File: config.mk
export PLATFORM = sky130hd
export DESIGN_NAME = sap1_controller_sequencer
export DESIGN_NICKNAME = d
export VERILOG_FILES = /design/src/rtl/sap1_controller_sequencer.sv
export SDC_FILE = /design/constraint.sdc
export NUM_CORES = 1
export LEC_CHECK = 0
export CAP_MARGIN = 20
export CORE_ASPECT_RATIO = 0.8
export CORE_MARGIN = 4
export CORE_UTILIZATION = 29
export CTS_BUF_LIST = sky130_fd_sc_hd__clkbuf_8 sky130_fd_sc_hd__clkbuf_16
export DETAILED_ROUTE_END_ITERATION = 8
export PLACE_DENSITY = 0.72
export SYNTH_ARGS = -nofsm -noshare
export SYNTH_HDL_FRONTEND = slang
export SYNTH_SLANG_ARGS = --single-unit
File: constraint.sdc
create_clock -name CLK -period 1.72 [get_ports CLK]
set_clock_uncertainty 0.05 [all_clocks]
set_input_delay 0.344 -clock CLK [delete_from_list [all_inputs] [get_ports CLK]]
set_output_delay 0.344 -clock CLK [all_outputs]
set_load 0.02 [all_outputs]
File: src/rtl/sap1_controller_sequencer.sv
// SAP-1 controller/sequencer: six-state ring counter plus opcode decode
// into the 12-bit control word, with a sticky HLT state cleared only by CLR.
module sap1_controller_sequencer (
    input  logic       CLK,
    input  logic       CLR,
    input  logic [3:0] opcode,
    output logic       Cp,
    output logic       Ep,
    output logic       Lm_bar,
    output logic       CE_bar,
    output logic       Li_bar,
    output logic       Ei_bar,
    output logic       La_bar,
    output logic       Ea,
    output logic       Su,
    output logic       Eu,
    output logic       Lb_bar,
    output logic       Lo_bar,
    output logic [5:0] t_state,
    output logic       hlt
);

    localparam logic [3:0] OP_LDA = 4'b0000;
    localparam logic [3:0] OP_ADD = 4'b0001;
    localparam logic [3:0] OP_SUB = 4'b0010;
    localparam logic [3:0] OP_OUT = 4'b1110;
    localparam logic [3:0] OP_HLT = 4'b1111;

    typedef enum logic [5:0] {
        T1 = 6'b000001,
        T2 = 6'b000010,
        T3 = 6'b000100,
        T4 = 6'b001000,
        T5 = 6'b010000,
        T6 = 6'b100000
    } state_t;

    state_t state;
    state_t state_nxt;
    logic   halted;
    logic   halted_nxt;
    logic   hlt_now;

    // Ring counter and halted flag
    always_ff @(posedge CLK or posedge CLR) begin
        if (CLR) begin
            state  <= T1;
            halted <= 1'b0;
        end else begin
            state  <= state_nxt;
            halted <= halted_nxt;
        end
    end

    // Next state and control-word decode of (state, opcode, halted)
    always_comb begin
        state_nxt  = state;
        halted_nxt = halted;
        hlt_now    = halted || ((state == T4) && (opcode == OP_HLT));
        t_state    = state;
        hlt        = hlt_now;
        Cp         = 1'b0;
        Ep         = 1'b0;
        Lm_bar     = 1'b1;
        CE_bar     = 1'b1;
        Li_bar     = 1'b1;
        Ei_bar     = 1'b1;
        La_bar     = 1'b1;
        Ea         = 1'b0;
        Su         = 1'b0;
        Eu         = 1'b0;
        Lb_bar     = 1'b1;
        Lo_bar     = 1'b1;

        if (hlt_now) begin
            halted_nxt = 1'b1;
        end else begin
            case (state)
                T1:      state_nxt = T2;
                T2:      state_nxt = T3;
                T3:      state_nxt = T4;
                T4:      state_nxt = T5;
                T5:      state_nxt = T6;
                T6:      state_nxt = T1;
                default: state_nxt = T1;
            endcase

            case (state)
                T1: begin
                    Ep     = 1'b1;
                    Lm_bar = 1'b0;
                end
                T2: Cp = 1'b1;
                T3: begin
                    CE_bar = 1'b0;
                    Li_bar = 1'b0;
                end
                T4: begin
                    case (opcode)
                        OP_LDA, OP_ADD, OP_SUB: begin
                            Lm_bar = 1'b0;
                            Ei_bar = 1'b0;
                        end
                        OP_OUT: begin
                            Ea     = 1'b1;
                            Lo_bar = 1'b0;
                        end
                        default: ;
                    endcase
                end
                T5: begin
                    case (opcode)
                        OP_LDA: begin
                            CE_bar = 1'b0;
                            La_bar = 1'b0;
                        end
                        OP_ADD, OP_SUB: begin
                            CE_bar = 1'b0;
                            Lb_bar = 1'b0;
                        end
                        default: ;
                    endcase
                end
                T6: begin
                    if ((opcode == OP_ADD) || (opcode == OP_SUB)) begin
                        La_bar = 1'b0;
                        Eu     = 1'b1;
                        Su     = (opcode == OP_SUB);
                    end
                end
                default: ;
            endcase
        end
    end

endmodule

==> flow_summary_export.csv, run 1 <==
group,metric,value,unit
clock_network,cts_max_level,1,
logic_synthesis,syn-num-nets,75,
timing,worst_slew_pin_slew,296.2,ps
timing,final_max_slew_viol_count,0,
final_layout,fin_cells,160,
final_layout,antennaDiodeCount,0,
status,status,"complete, but fails checks",
logic_synthesis,synth_flop_cell,"dfrtp_1",
timing,period_minus_slack,2066,ps
place,place.gp.congestion,0.8372,
place,dpl_cell_area,1122,sq um
die,fp-row-count,14,
final_layout,area_growth,136.0,%
logic_synthesis,synth_area_per_cell,8.359,sq um
clock_network,cts_tree,"built",
logic_synthesis,synth_edf_count,0,
global_routing,grt_pass1_vias,806,
detailed_routing,drt_iter0_markers,12,
detailed_routing,wirelength,2422,um
clock_network,clk_latency,220,ps
die,dieArea,2771,sq um
detailed_routing,via_per_inst,4.856,
timing,tns,-3573,ps
die,core_area,1892,sq um
power_and_ir_drop,vdd_drop_max,0.9872,mV
setup_path,criticalPathCategory,"flip-flop to primary output",
logic_synthesis,ys_seq_area_frac,0.3059,
place,io_buffers,24,
global_routing,grt_use_total,0.1958,
global_routing,grt.overflow.total,0,
timing,fin_ws,-346.0,ps
global_routing,grt_pass1_wl,3926,um
setup_path,crit_fanout,4,
logic_synthesis,synth-seq-cells,7,
detailed_routing,wl_met3,151,um
detailed_routing,top_layer,"met4",
final_layout,fin_util,0.7196,
logic_synthesis,yosys.cell_types.count,34,
detailed_routing,via_count,777,
timing,setup_violations,13,
final_layout,layout-drive-gt1-share,0.6765,
place,dp.cells,144,
final_layout,design_area,1361,sq um
clock_network,cts.sinks,7,
detailed_routing,wl_per_cell,15.14,um
final_layout,fill_cells,134,
timing,finalHoldViolCount,0,
die,initial_core_util,0.3049,
logic_synthesis,yosysWarnings,0,
die,die_h,47.89,um
clock_network,cts-hold-fix-buffers,0,
timing,maxSlewHeadroom,0.8000,
detailed_routing,firstDrtPassIters,4,
global_routing,grt_max_degree,12,
place,dp_slack,-1074,ps
timing,period_share,1.201,
clock_network,numCtsBuffers,3,
timing,fmax,484.0,MHz
global_routing,antenna_found_initial,0,
place,dpl.hpwl,1772,um
clock_network,clockBufferDepth,2,
setup_path,cp.arrival,1670,ps
detailed_routing,drcViolationCount,0,
timing,rsz0062_at_grt,"yes",
power_and_ir_drop,p_leak,0.0006382,uW
setup_path,r2r_slack,30,ps
final_layout,nets,143,
die,die_x,57.86,um
setup_path,worst_setup_path_end_kind,"primary output",
status,violations,"negative setup slack",
setup_path,required,1330,ps
detailed_routing,postRouteAntennaNets,0,
logic_synthesis,async_reset_ff_frac,1.000,
detailed_routing,wirelength_met1,1047,um
detailed_routing,route.met2.wl,1214,um
job,maxCapViolations,0,
logic_synthesis,synth_area,576.8,sq um
setup_path,cp-start-kind,"flip-flop",
power_and_ir_drop,power_density,1312,nW/um^2
clock_network,path_clk_slew,40,ps
min_path,hp-class,"primary input to async pin",
logic_synthesis,postSynthCellCount,69,
clock_network,root_buffer,"clkbuf_8",
die,top_level_ports,25,
==> Yosys cell counts (2+ instances only) <==
cell type,count,share of area
a21o_1,2,0.026
a21oi_1,2,0.017
dfrtp_1,6,0.26
inv_1,4,0.026
nand2_1,6,0.039
nand2b_1,2,0.022
nand3b_1,2,0.026
nor2_1,8,0.052
nor2b_1,2,0.022
nor3b_1,2,0.026
nor4_2,2,0.043
nor4b_1,2,0.030
o21ai_0,5,0.043
or2_2,2,0.022
or3_1,3,0.033
==> cell type report <==
cell class	count	area, sq um	area share
clock buffer	3	41.29	0.03033
clock inverter	1	3.754	0.002757
inverter	4	17.52	0.01287
multi-input combinational	55	511.7	0.3759
sequential	7	181.4	0.1333
tap	24	30.03	0.02206
timing repair buffer	66	575.6	0.4228
==> worst max-delay path, stage by stage, from the launching register on <==
cell and delay [ps]:
dfstp_2 580, or4b_4 510, nor4_4 170, buf_4 190
==> cell usage in the layout, fill, tap and decap left out, types with 2 or more instances in the layout <==
cell type	count
buf_4	37
buf_6	18
nand2_1	4
a21oi_1	2
o21ai_1	2
dlygate4sd2_1	8
nand2b_1	2
nand3b_1	2
nand2_2	3
o21ai_0	3
dfrtp_2	4
nor2_4	3
a21o_1	2
inv_1	3
dfrtp_1	2
or3_4	3
nor4_4	4
or2_4	2
nor3b_1	2
clkbuf_8	3
nor2_1	5
==> layer usage <==
layer  GRT usage  vias up
met3     0.06469        2
met1      0.2321      362
met2      0.3536       26
met5           0        -
met4     0.04167        0
li1            -      387
==> through the flow <==
step / hold WS, ps / power (uW)
finish: 295.3 / 1786
global route: 311.2 / 1900
CTS: 299.6 / 1735
detailed placement: 493.2 / 1344
global placement: 483.6 / 1315
floorplan: 96.47 / 827.5
==> where the power goes <==
part,internal (uW),switching (uW),total (uW)
Sequential,226,67.6,293
Clock,154,65.8,220
Combinational,694,579,1270
==> cells by family after synthesis <==
family                    Yosys count  share of synthesized area
and+or+nand+nor                    40                     0.4533
AOI/OAI and AO/OA                  14                     0.1757
DFF                                 7                     0.3059
buffers and inverters               7                    0.04986
xor gates and xnor gates            1                    0.01519
==> path summary, 6_finish.rpt <==
| check | from | cells past startpoint | to |
|---|---|---|---|
| hold reg to reg | t_state[3]$_DFFE_PP0N_ | 2 | t_state[3]$_DFFE_PP0N_ |
| hold / removal | CLR | 2 | t_state[3]$_DFFE_PP0N_ |
| max in group asynchronous | CLR | 2 | t_state[0]$_DFFE_PP1N_ |
| min in group CLK | t_state[3]$_DFFE_PP0N_ | 2 | t_state[3]$_DFFE_PP0N_ |
| setup / recovery | t_state[0]$_DFFE_PP1N_ | 3 | Ep |
| setup reg to reg | t_state[0]$_DFFE_PP1N_ | 5 | t_state[1]$_DFFE_PP0N_ |
==> repair_timing <==
| item | CTS | global route |
|---|---|---|
| resized for setup | 112 | 7 |
| endpoints found under the setup margin | 20 | 16 |
| pin swaps | 16 | 8 |
| buffers inserted | 12 | 3 |
==> flip-flops by register name, indices dropped and copies added (netlist names) <==
register,cells
halted,1
t_state,6
Note: power is estimated with default switching activity, not from simulation.
==> inputs of run 2 (changes only) <==
Settings changed: CORE_ASPECT_RATIO 0.8 to 0.9, CORE_UTILIZATION 29 to 30, PLACE_DENSITY 0.72 to 0.74.
==> flow_summary_export.csv, run 2 (same netlist as run 1, synthesis figures left out) <==
group,metric,value,unit
status,status,"complete, but fails checks",
status,violations,"negative setup slack",
timing,worst_slew_pin_slew,381.5,ps
detailed_routing,firstDrtPassIters,4,
place,place.gp.congestion,0.8705,
final_layout,layout-drive-gt1-share,0.6691,
timing,period_minus_slack,2102,ps
die,die_x,54.22,um
place,dpl.hpwl,1561,um
power_and_ir_drop,combinationalPowerShare,0.691,
setup_path,worst_setup_path_end_kind,"primary output",
global_routing,grt.overflow.total,0,
die,top_level_ports,25,
clock_network,cts_tree,"built",
power_and_ir_drop,p_total,1813,uW
timing,fin_ws,-381.5,ps
detailed_routing,wirelength,3058,um
detailed_routing,wl_met3,221,um
min_path,hp-class,"primary input to async pin",
die,dieArea,2689,sq um
setup_path,crit_fanout,4,
setup_path,reg2reg_depth,8,
detailed_routing,drcViolationCount,0,
setup_path,cp-start-kind,"flip-flop",
timing,setup_violations,13,
detailed_routing,wirelength_met1,1334,um
timing,final_max_slew_viol_count,0,
power_and_ir_drop,swShare,0.4271,
timing,rsz0062_at_grt,"yes",
final_layout,nets,143,
setup_path,criticalPathCategory,"flip-flop to primary output",
power_and_ir_drop,switchingPower,774.5,uW
clock_network,clockBufferDepth,2,
power_and_ir_drop,power_frac_seq,0.181,
timing,maxSlewHeadroom,0.7416,
global_routing,antenna_found_initial,0,
die,fp-row-count,14,
timing,fmax,475.9,MHz
power_and_ir_drop,power_density,1312,nW/um^2
detailed_routing,top_layer,"met4",
job,maxCapViolations,0,
final_layout,fin_util,0.7893,
clock_network,numCtsBuffers,3,
global_routing,grt_pass1_vias,814,
clock_network,cts-hold-fix-buffers,0,
timing,period_share,1.222,
global_routing,grt_use_total,0.1998,
detailed_routing,postRouteAntennaNets,0,
global_routing,grt_pass1_wl,3939,um
die,core_area,1752,sq um
die,initial_core_util,0.3293,
clock_network,path_clk_slew,50,ps
power_and_ir_drop,vdd_drop_max,0.9885,mV
clock_network,clk_latency,230,ps
detailed_routing,route.met2.wl,1439,um
power_and_ir_drop,intPower,1039,uW
clock_network,cts.sinks,7,
clock_network,cts_max_level,1,
final_layout,area_growth,139.7,%
detailed_routing,drt_iter0_markers,37,
setup_path,required,1330,ps
final_layout,largest_reg_flops,6,
die,die_h,49.60,um
global_routing,grt_max_degree,12,
power_and_ir_drop,clock_power_share,0.129,
place,io_buffers,24,
power_and_ir_drop,p_leak,0.0006442,uW
final_layout,fill_cells,112,
detailed_routing,via_per_inst,5.488,
detailed_routing,via_count,878,
detailed_routing,wl_per_cell,19.11,um
clock_network,root_buffer,"clkbuf_8",
final_layout,antennaDiodeCount,0,
timing,finalHoldViolCount,0,
final_layout,final_common_cell,"buf_4",
final_layout,final_cell_mix,"36 x buf_4, 18 x buf_6, 5 x nor2_1, 5 x clkdlybuf4s15_1, 5 x dlygate4sd2_1",
setup_path,cp.arrival,1710,ps
-- run 2: metal layers --
metal,vias up,GRT usage
met5,-,0
met3,10,0.06024
met2,59,0.3187
met1,425,0.2514
li1,384,-
met4,0,0.06224
-- run 2: final cells by class --
type / count / area (sq um) / share of cell area
clock buffer: 3 / 41.29 / 0.02986
tap: 24 / 30.03 / 0.02172
sequential: 7 / 181.4 / 0.1312
inverter: 4 / 17.52 / 0.01267
clock inverter: 1 / 3.754 / 0.002715
multi-input combinational: 55 / 526.8 / 0.3810
timing repair buffer: 66 / 581.8 / 0.4208
-- run 2: path summary, 6_finish.rpt --
check | start | to | slack, ps
max in group asynchronous | CLR | t_state[0]$_DFFE_PP1N_ | 1010
max | t_state[0]$_DFFE_PP1N_ | Ep | -380
min in group CLK | t_state[2]$_DFFE_PP0N_ | t_state[2]$_DFFE_PP0N_ | 620
min reg2reg | t_state[2]$_DFFE_PP0N_ | t_state[2]$_DFFE_PP0N_ | 620
max reg2reg | t_state[4]$_DFFE_PP0N_ | t_state[0]$_DFFE_PP1N_ | 70
min | CLR | t_state[1]$_DFFE_PP0N_ | 310
-- run 2: timing repair --
| action | 4_1_cts | 5_1_grt |
|---|---|---|
| pin swaps | 13 | 7 |
| setup endpoints to repair | 19 | 16 |
| gates resized for setup | 105 | 17 |
| setup buffers | 11 | 5 |
| hold endpoints to repair | 0 | 0 |
-- run 2: worst max-delay path, cell delays in order (launching register included) --
cell and delay [ps]:
dfstp_2 580, or4b_4 510, nor4_4 190, buf_4 200
-- run 2: power groups by stage --
stage	combinational [uW]	sequential, uW	clock (uW)
after floorplan	469	358	0
after detailed placement	1000	306	0
after global placement	987	304	0
after global routing	1330	331	251
final	1250	327	233
after CTS	1090	311	231
-- run 2: through the flow --
step	setup WS [ps]	area [sq um]	instances	hold slack, ps	TNS [ps]
finish	-381.5	1383	160	311.2	-4052
global route	-469.7	1383	160	338.4	-4814
CTS	-400.3	1280	155	304.8	-3768
detailed placement	-1084	1092	140	536.6	-10370
global placement	-1022	1092	140	526.6	-10070
floorplan	-201.1	649.4	69	96.47	-810.5
==> inputs of run 3 (changes only) <==
Clock period 1.72 ns to 1.7 ns, I/O delays scaled along.
==> flow_summary_export.csv, run 3 (same netlist as run 1, synthesis figures left out) <==
group,metric,value,unit
status,status,"complete, but fails checks",
status,violations,"negative setup slack",
die,fp-row-count,14,
min_path,hp-class,"primary input to async pin",
setup_path,r2r_end,"t_state[1]$_DFFE_PP0N_",
timing,final_max_slew_viol_count,0,
setup_path,crit_start,"t_state[4]$_DFFE_PP0N_",
clock_network,root_buffer,"clkbuf_8",
detailed_routing,wirelength,3060,um
timing,fmax,463.2,MHz
final_layout,largest_reg_flops,6,
detailed_routing,drcViolationCount,0,
timing,tns,-4922,ps
die,die_h,49.60,um
place,dpl_cell_area,1107,sq um
die,dieArea,2689,sq um
setup_path,crit_fanout,4,
detailed_routing,via_count,849,
place,place.gp.congestion,0.8474,
die,die_x,54.22,um
power_and_ir_drop,combinationalPowerShare,0.718,
final_layout,antennaDiodeCount,0,
clock_network,clk_latency,230,ps
setup_path,rr_startpoint,"t_state[4]$_DFFE_PP0N_",
setup_path,reg2reg_depth,5,
final_layout,final_cell_mix,"34 x buf_4, 16 x buf_6, 8 x dlygate4sd2_1",
timing,fin_ws,-458.7,ps
detailed_routing,postRouteAntennaNets,0,
final_layout,final_common_cell,"buf_4",
die,initial_core_util,0.3293,
detailed_routing,wl_met3,150,um
place,dp.cells,142,
clock_network,clockBufferDepth,2,
detailed_routing,wirelength_met1,1184,um
place,io_buffers,24,
final_layout,nets,140,
setup_path,r2r_slack,-10,ps
clock_network,path_clk_slew,40,ps
global_routing,grt_max_degree,12,
job,maxCapViolations,0,
clock_network,numCtsBuffers,3,
clock_network,cts.sinks,7,
timing,maxSlewHeadroom,0.7082,
clock_network,cts_tree,"built",
timing,worst_slew_pin_slew,432.1,ps
power_and_ir_drop,swShare,0.4181,
timing,period_minus_slack,2159,ps
timing,period_share,1.270,
setup_path,required,1310,ps
detailed_routing,top_layer,"met4",
global_routing,grt_pass1_vias,868,
setup_path,criticalPathCategory,"flip-flop to primary output",
power_and_ir_drop,clock_power_share,0.124,
setup_path,worst_setup_path_end_kind,"primary output",
timing,setup_violations,14,
detailed_routing,via_per_inst,5.408,
power_and_ir_drop,vdd_drop_max,1.000,mV
final_layout,layout-drive-gt1-share,0.6992,
detailed_routing,wl_per_cell,19.49,um
timing,finalHoldViolCount,0,
global_routing,antenna_found_initial,0,
die,core_area,1752,sq um
power_and_ir_drop,intPower,1115,uW
final_layout,fin_util,0.7971,
detailed_routing,firstDrtPassIters,4,
setup_path,cp.arrival,1770,ps
power_and_ir_drop,p_leak,0.0006512,uW
power_and_ir_drop,switchingPower,801.0,uW
setup_path,cp-start-kind,"flip-flop",
power_and_ir_drop,power_frac_seq,0.157,
global_routing,grt_pass1_wl,4167,um
final_layout,fill_cells,101,
place,dpl.hpwl,1740,um
die,top_level_ports,25,
final_layout,design_area,1396,sq um
global_routing,grt_use_total,0.2178,
clock_network,cts-hold-fix-buffers,0,
timing,rsz0062_at_grt,"yes",
global_routing,grt.overflow.total,0,
final_layout,fin_cells,157,
detailed_routing,route.met2.wl,1671,um
power_and_ir_drop,power_density,1372,nW/um^2
detailed_routing,drt_iter0_markers,47,
final_layout,area_growth,142.1,%
clock_network,cts_max_level,1,
[run 3: cell count changes in the layout (fill, tap and decap cells not counted), moves of 2 or more]
| cell | change |
|---|---|
| nor4b_2 | +2 |
| nor4b_4 | -2 |
| dlygate4sd2_1 | +3 |
| buf_6 | -2 |
| clkdlybuf4s15_1 | -4 |
| buf_4 | -2 |
[run 3: timing repair]
item,4_1_cts,5_1_grt
endpoints found under the setup margin,20,17
pin swaps,9,3
buffers inserted,7,6
resized for setup,107,15
[run 3: layout make-up]
class,instances,area (sq um),area share
inverter,4,17.52,0.01254
clock buffer,3,41.29,0.02957
tap,24,30.03,0.02151
multi-input combinational,55,546.8,0.3916
timing repair buffer,63,575.6,0.4122
sequential,7,180.2,0.1290
clock inverter,1,5.005,0.003584
[run 3: through the flow]
stage	setup slack, ps	hold slack, ps	total power, uW
2_1_floorplan	-217.1	92.47	837.2
3_3_place_gp	-1039	495.0	1307
3_5_place_dp	-1150	518.8	1326
4_1_cts	-403.4	330.9	1736
5_1_grt	-524.0	343.6	2015
6_report	-458.7	336.7	1916
[run 3: power groups by stage]
stage	sequential [uW]	clock (uW)	combinational [uW]
6_report	301	238	1380
5_1_grt	306	256	1450
4_1_cts	296	247	1190
3_5_place_dp	298	0	1030
3_3_place_gp	296	0	1010
2_1_floorplan	363	0	475
[run 3: how the worst max path moves through the flow]
stage | cells after the start | endpoint
global placement | 6 | Eu
finish | 4 | Ep
floorplan | 4 | Lo_bar
global route | 4 | Ep
CTS | 5 | Lm_bar
detailed placement | 6 | Eu
[run 3: per-layer routing]
layer | track usage | vias to the layer above
li1 | - | 381
met1 | 0.2275 | 421
met2 | 0.4044 | 41
met3 | 0.06325 | 6
met4 | 0.05809 | 0
met5 | 0 | -
[run 3: worst max-delay path, cell delays in order, from the launching register on]
cell and delay (ps):
dfrtp_2 420, buf_4 160, or4b_4 530, nor4_4 230
buf_4 200
==> edit 1, RTL diff (config.mk and constraints of run 3) <==
Register the input `opcode` before use, with the module's reset. The logic sees it one clock later.
--- a/src/rtl/sap1_controller_sequencer.sv
+++ b/src/rtl/sap1_controller_sequencer.sv
@@ -35,6 +35,16 @@
         T6 = 6'b100000
     } state_t;
 
+    logic [3:0] opcode_q;
+
+    always_ff @(posedge CLK or posedge CLR) begin
+        if (CLR) begin
+            opcode_q <= '0;
+        end else begin
+            opcode_q <= opcode;
+        end
+    end
+
     state_t state;
     state_t state_nxt;
     logic   halted;
@@ -56,7 +66,7 @@
     always_comb begin
         state_nxt  = state;
         halted_nxt = halted;
-        hlt_now    = halted || ((state == T4) && (opcode == OP_HLT));
+        hlt_now    = halted || ((state == T4) && (opcode_q == OP_HLT));
         t_state    = state;
         hlt        = hlt_now;
         Cp         = 1'b0;
@@ -96,7 +106,7 @@
                     Li_bar = 1'b0;
                 end
                 T4: begin
-                    case (opcode)
+                    case (opcode_q)
                         OP_LDA, OP_ADD, OP_SUB: begin
                             Lm_bar = 1'b0;
                             Ei_bar = 1'b0;
@@ -109,7 +119,7 @@
                     endcase
                 end
                 T5: begin
-                    case (opcode)
+                    case (opcode_q)
                         OP_LDA: begin
                             CE_bar = 1'b0;
                             La_bar = 1'b0;
@@ -122,10 +132,10 @@
                     endcase
                 end
                 T6: begin
-                    if ((opcode == OP_ADD) || (opcode == OP_SUB)) begin
+                    if ((opcode_q == OP_ADD) || (opcode_q == OP_SUB)) begin
                         La_bar = 1'b0;
                         Eu     = 1'b1;
-                        Su     = (opcode == OP_SUB);
+                        Su     = (opcode_q == OP_SUB);
                     end
                 end
                 default: ;
Check against the original RTL: not equivalent (a bounded check fails within 10 cycles, from zero or initial values).
==> edit 1 against run 3 <==
The run still ends with setup timing left. Area after synthesis increased by 17%. Routed wire length decreased by 13%. Power increased by 3.0%. Worst hold slack improved by 11 ps. Worst setup slack got worse by 67 ps. Global-route usage decreased by 5.4 points. Final area increased by 4.5%. Via count decreased by 0.24%. First-iteration DRC count decreased by 70%. Die area increased by 14%. Sequential cell count increased by 4. Count of clock-buffer cells in the layout unchanged. Register-to-register slack improved by 40 ps. Core utilization decreased by 12 points.
==> edit 1: results (changes against run 3) <==
GP Congestion=0.8468 (was 0.8474); initial DRC count=14 (was 47); syn nets=76 (was 75); Pleak=0.7061 nW (was 0.6512 nW); design area=1459 um2 (was 1396 um2); R2R Setup Slk=30 ps (was -10 ps); dpl cells=141 (was 142); CP max stage cell=dfrtp_2 (was or4b_4); Critical Path AT=1840 ps (was 1770 ps); met2 usage=29.89% (was 40.44%); Seq/Total Area, Yosys=41.00% (was 30.59%); final setup margin=-525.6 ps (was -458.7 ps); Post-synth top cells=10 x dfrtp_1, 6 x nand2_1, 6 x nor2_1 (was 8 x nor2_1, 6 x dfrtp_1, 6 x nand2_1); Yosys cell types=32 (was 34); # fillers=153 (was 101); status=finished, violations left (unchanged); routed wl met2=1390 um (was 1671 um); Syn Area/Cell=9.634 um2 (was 8.359 um2); Setup violations, final=13 (was 14); Slew @ Worst Pin=437.0 ps (was 432.1 ps); wire per inst=16.24 um (was 19.49 um); NetSw=0.7885 mW (was 0.8010 mW); Critical Path Max Stage Delay=420 ps (was 530 ps); Setup TNS=-4262 ps (was -4922 ps); Synth area leaders=dfrtp_1 37%, buf_6 5.0%, dfstp_2 3.9% (was dfrtp_1 26%, nor2_1 5.2%, dfstp_2 4.6%); met3 WL post-DR=136 um (was 150 um); global-route wire length before repair=3726 um (was 4167 um); met3 usage=1.707% (was 6.325%); failing checks=setup timing (unchanged); layout cells sized above 1=67.88% (was 69.92%)
[edit 1: power by group through the flow]
| stage | combinational [mW] | sequential (mW) | clock [mW] |
|---|---|---|---|
| 2_1_floorplan | 0.515 | 0.435 | 0 |
| 3_3_place_gp | 0.973 | 0.392 | 0 |
| 3_5_place_dp | 0.990 | 0.399 | 0 |
| 4_1_cts | 1.13 | 0.395 | 0.266 |
| 5_1_grt | 1.37 | 0.419 | 0.281 |
| 6_report | 1.30 | 0.413 | 0.256 |
[edit 1: cell type report]
class	instances	area share (%)
clock buffer	3	2.830
clock inverter	1	0.2573
inverter	3	0.7719
multi-input combinational	51	33.36
sequential	11	19.47
tap	27	2.316
timing repair buffer	68	40.99
[edit 1: logic make-up after synthesis]
family / share of synthesized area (%)
AO/OA/AOI/OAI: 13.54
XOR/XNOR: 2.598
buffers and inverters: 8.163
flip-flops: 41.00
AND/OR/NAND/NOR: 34.70
[edit 1: repair_timing]
item,CTS,global route
resized for setup,92,25
setup buffers,15,8
hold buffers,0,0
pin swaps,8,16
endpoints found under the setup margin,19,18
[edit 1: stage by stage]
step | power (mW) | hold WS [ps] | setup WS [ps]
finish | 1.973 | 347.7 | -525.6
global route | 2.074 | 393.4 | -593.9
CTS | 1.790 | 352.9 | -470.1
detailed placement | 1.388 | 490.1 | -591.5
global placement | 1.366 | 492.5 | -512.1
floorplan | 0.9499 | 141.6 | -314.6
[edit 1: final timing paths]
check | end | from | cells after the start
worst min register to register | t_state[1] | t_state[1] | 1
worst max-delay path | Lm_bar | t_state[4] | 6
worst max register to register | t_state[1] | t_state[4] | 6
worst min-delay path | t_state[2] | CLR | 2
max in group asynchronous | opcode_q[1] | CLR | 2
min in group CLK | opcode_q[1] | opcode[1] | 1
==> edit 2, RTL diff (settings of run 3) <==
Without the edit above. Put a register stage on the output `Lo_bar`, without a reset. The value now appears one clock later. The other outputs are not delayed to match.
--- a/src/rtl/sap1_controller_sequencer.sv
+++ b/src/rtl/sap1_controller_sequencer.sv
@@ -35,6 +35,8 @@
         T6 = 6'b100000
     } state_t;
 
+    logic Lo_bar_d;
+
     state_t state;
     state_t state_nxt;
     logic   halted;
@@ -70,7 +72,7 @@
         Su         = 1'b0;
         Eu         = 1'b0;
         Lb_bar     = 1'b1;
-        Lo_bar     = 1'b1;
+        Lo_bar_d   = 1'b1;
 
         if (hlt_now) begin
             halted_nxt = 1'b1;
@@ -103,7 +105,7 @@
                         end
                         OP_OUT: begin
                             Ea     = 1'b1;
-                            Lo_bar = 1'b0;
+                            Lo_bar_d = 1'b0;
                         end
                         default: ;
                     endcase
@@ -133,5 +135,9 @@
         end
     end
 
+    always_ff @(posedge CLK) begin
+        Lo_bar <= Lo_bar_d;
+    end
+
 endmodule
 
Formal check against the unedited RTL: not equivalent (a bounded check fails within 4 cycles, from zero or initial values).
==> edit 2 against run 3 <==
The run still ends with setup timing left. Worst setup slack gained 160 ps. Final area shrank 2.1%. Via count shrank 9.9%. Sequential share of layout area grew 1.9 points. Power shrank 0.29%. Synthesized cell count shrank 5.8%. Sequential cell count grew 1. Routed wire length shrank 20%. Register-to-register slack lost 180 ps. Area after synthesis shrank 0.65%.
==> edit 2: results (changes against run 3) <==
Pleak=0.6406 nW (was 0.6512 nW); Critical Path Max Stage Delay=390 ps (was 530 ps); Setup violations, final=14 (unchanged); Critical Path AT=1610 ps (was 1770 ps); final setup margin=-302.2 ps (was -458.7 ps); GP Congestion=0.8454 (was 0.8474); Async S/R FF share, synth=87.50% (was 100.0%); Post-synth top cells=6 x dfrtp_1, 6 x nor2_1, 6 x o21ai_0 (was 8 x nor2_1, 6 x dfrtp_1, 6 x nand2_1); GRT Overall Usage=20.22% (was 21.78%); slew margin rel.=80.71% (was 70.82%); # fillers=119 (was 101); WHS=299.3 ps (was 336.7 ps); routed vias/inst=4.904 (was 5.408); Yosys cell types=35 (was 34); layout cells sized above 1=67.42% (was 69.92%); Synth area leaders=dfrtp_1 26%, o21ai_0 5.2%, dfstp_2 4.6% (was dfrtp_1 26%, nor2_1 5.2%, dfstp_2 4.6%); global-route wire length before repair=3967 um (was 4167 um); syn nets=71 (was 75); status=finished, violations left (unchanged); Detailed Place HPWL=1636 um (was 1740 um); crit path max fanout=2 (was 4); number of global-route vias before repair=847 (was 868); CP max stage cell=dfrtp_1 (was or4b_4); failing checks=setup timing (unchanged); VDD IR max=0.001012 V (was 0.001000 V)
==> edit 2: metal layers <==
layer  GRT usage (%)  vias up  wire length (um)
met2           36.09       22              1344
met4           8.299        0                66
met1           22.20      365               941
li1                -      369                 -
met3           4.518        9               101
met5               0        -                 0
==> edit 2: worst reg2reg max path, cell delays in order (launching register included) <==
cell     delay, ps
dfrtp_2        440
nor2b_4        150
buf_6          120
a41oi_4        280
buf_6          170
buf_4          110
buf_6           80
buf_6           90
mux2_4         290
==> edit 2: logic make-up (layout without fill, tap and decap cells) <==
group                     count (synthesis)  after routing  share of synthesized area, %
AOI/OAI and AO/OA                        15             15                         16.60
xor gates and xnor gates                  2              2                         3.057
buffers and inverters                     7             74                         5.895
DFF                                       8              8                         34.28
muxes                                     1              1                         1.965
and+or+nand+nor                          32             32                         38.21
==> edit 2: final timing paths <==
kind                              end  depth (start not counted)       start
min                            halted                          2         CLR
max reg2reg                t_state[1]                          8  t_state[3]
max in group asynchronous  t_state[0]                          2         CLR
max                                Eu                          5      halted
min reg2reg                    Lo_bar                          3  t_state[5]
min in group CLK               Lo_bar                          3  t_state[5]
==> edit 2: power breakdown <==
group	leakage (nW)	total, mW	switching [mW]	internal (mW)
logic	0.522	1.34	0.612	0.723
clock network	0.0269	0.233	0.0768	0.157
registers	0.0922	0.342	0.0834	0.258
==> edit 2: repair_timing <==
action / CTS / global route
setup buffers: 8 / 3
gates resized for setup: 102 / 15
pin swaps: 16 / 11
setup endpoints to repair: 21 / 15
==> edit 2: metrics by stage <==
step	setup TNS (ps)	setup slack, ps	area, um2	cells	utilization, %
floorplan	-197.3	-75.29	611.8	65	-
global placement	-10910	-951.9	1096	142	63.20
detailed placement	-11530	-1014	1096	142	63.20
finish	-3106	-302.2	1368	156	78.86
CTS	-3267	-371.8	1272	153	73.38
global route	-3962	-367.5	1368	156	78.86
==> edit 2: layout make-up <==
| type | count | share of cell area (%) |
|---|---|---|
| sequential | 8 | 14.82 |
| timing repair buffer | 64 | 42.91 |
| tap | 24 | 2.196 |
| clock buffer | 3 | 3.019 |
| multi-input combinational | 50 | 34.95 |
| clock inverter | 1 | 0.2745 |
| inverter | 6 | 1.830 |
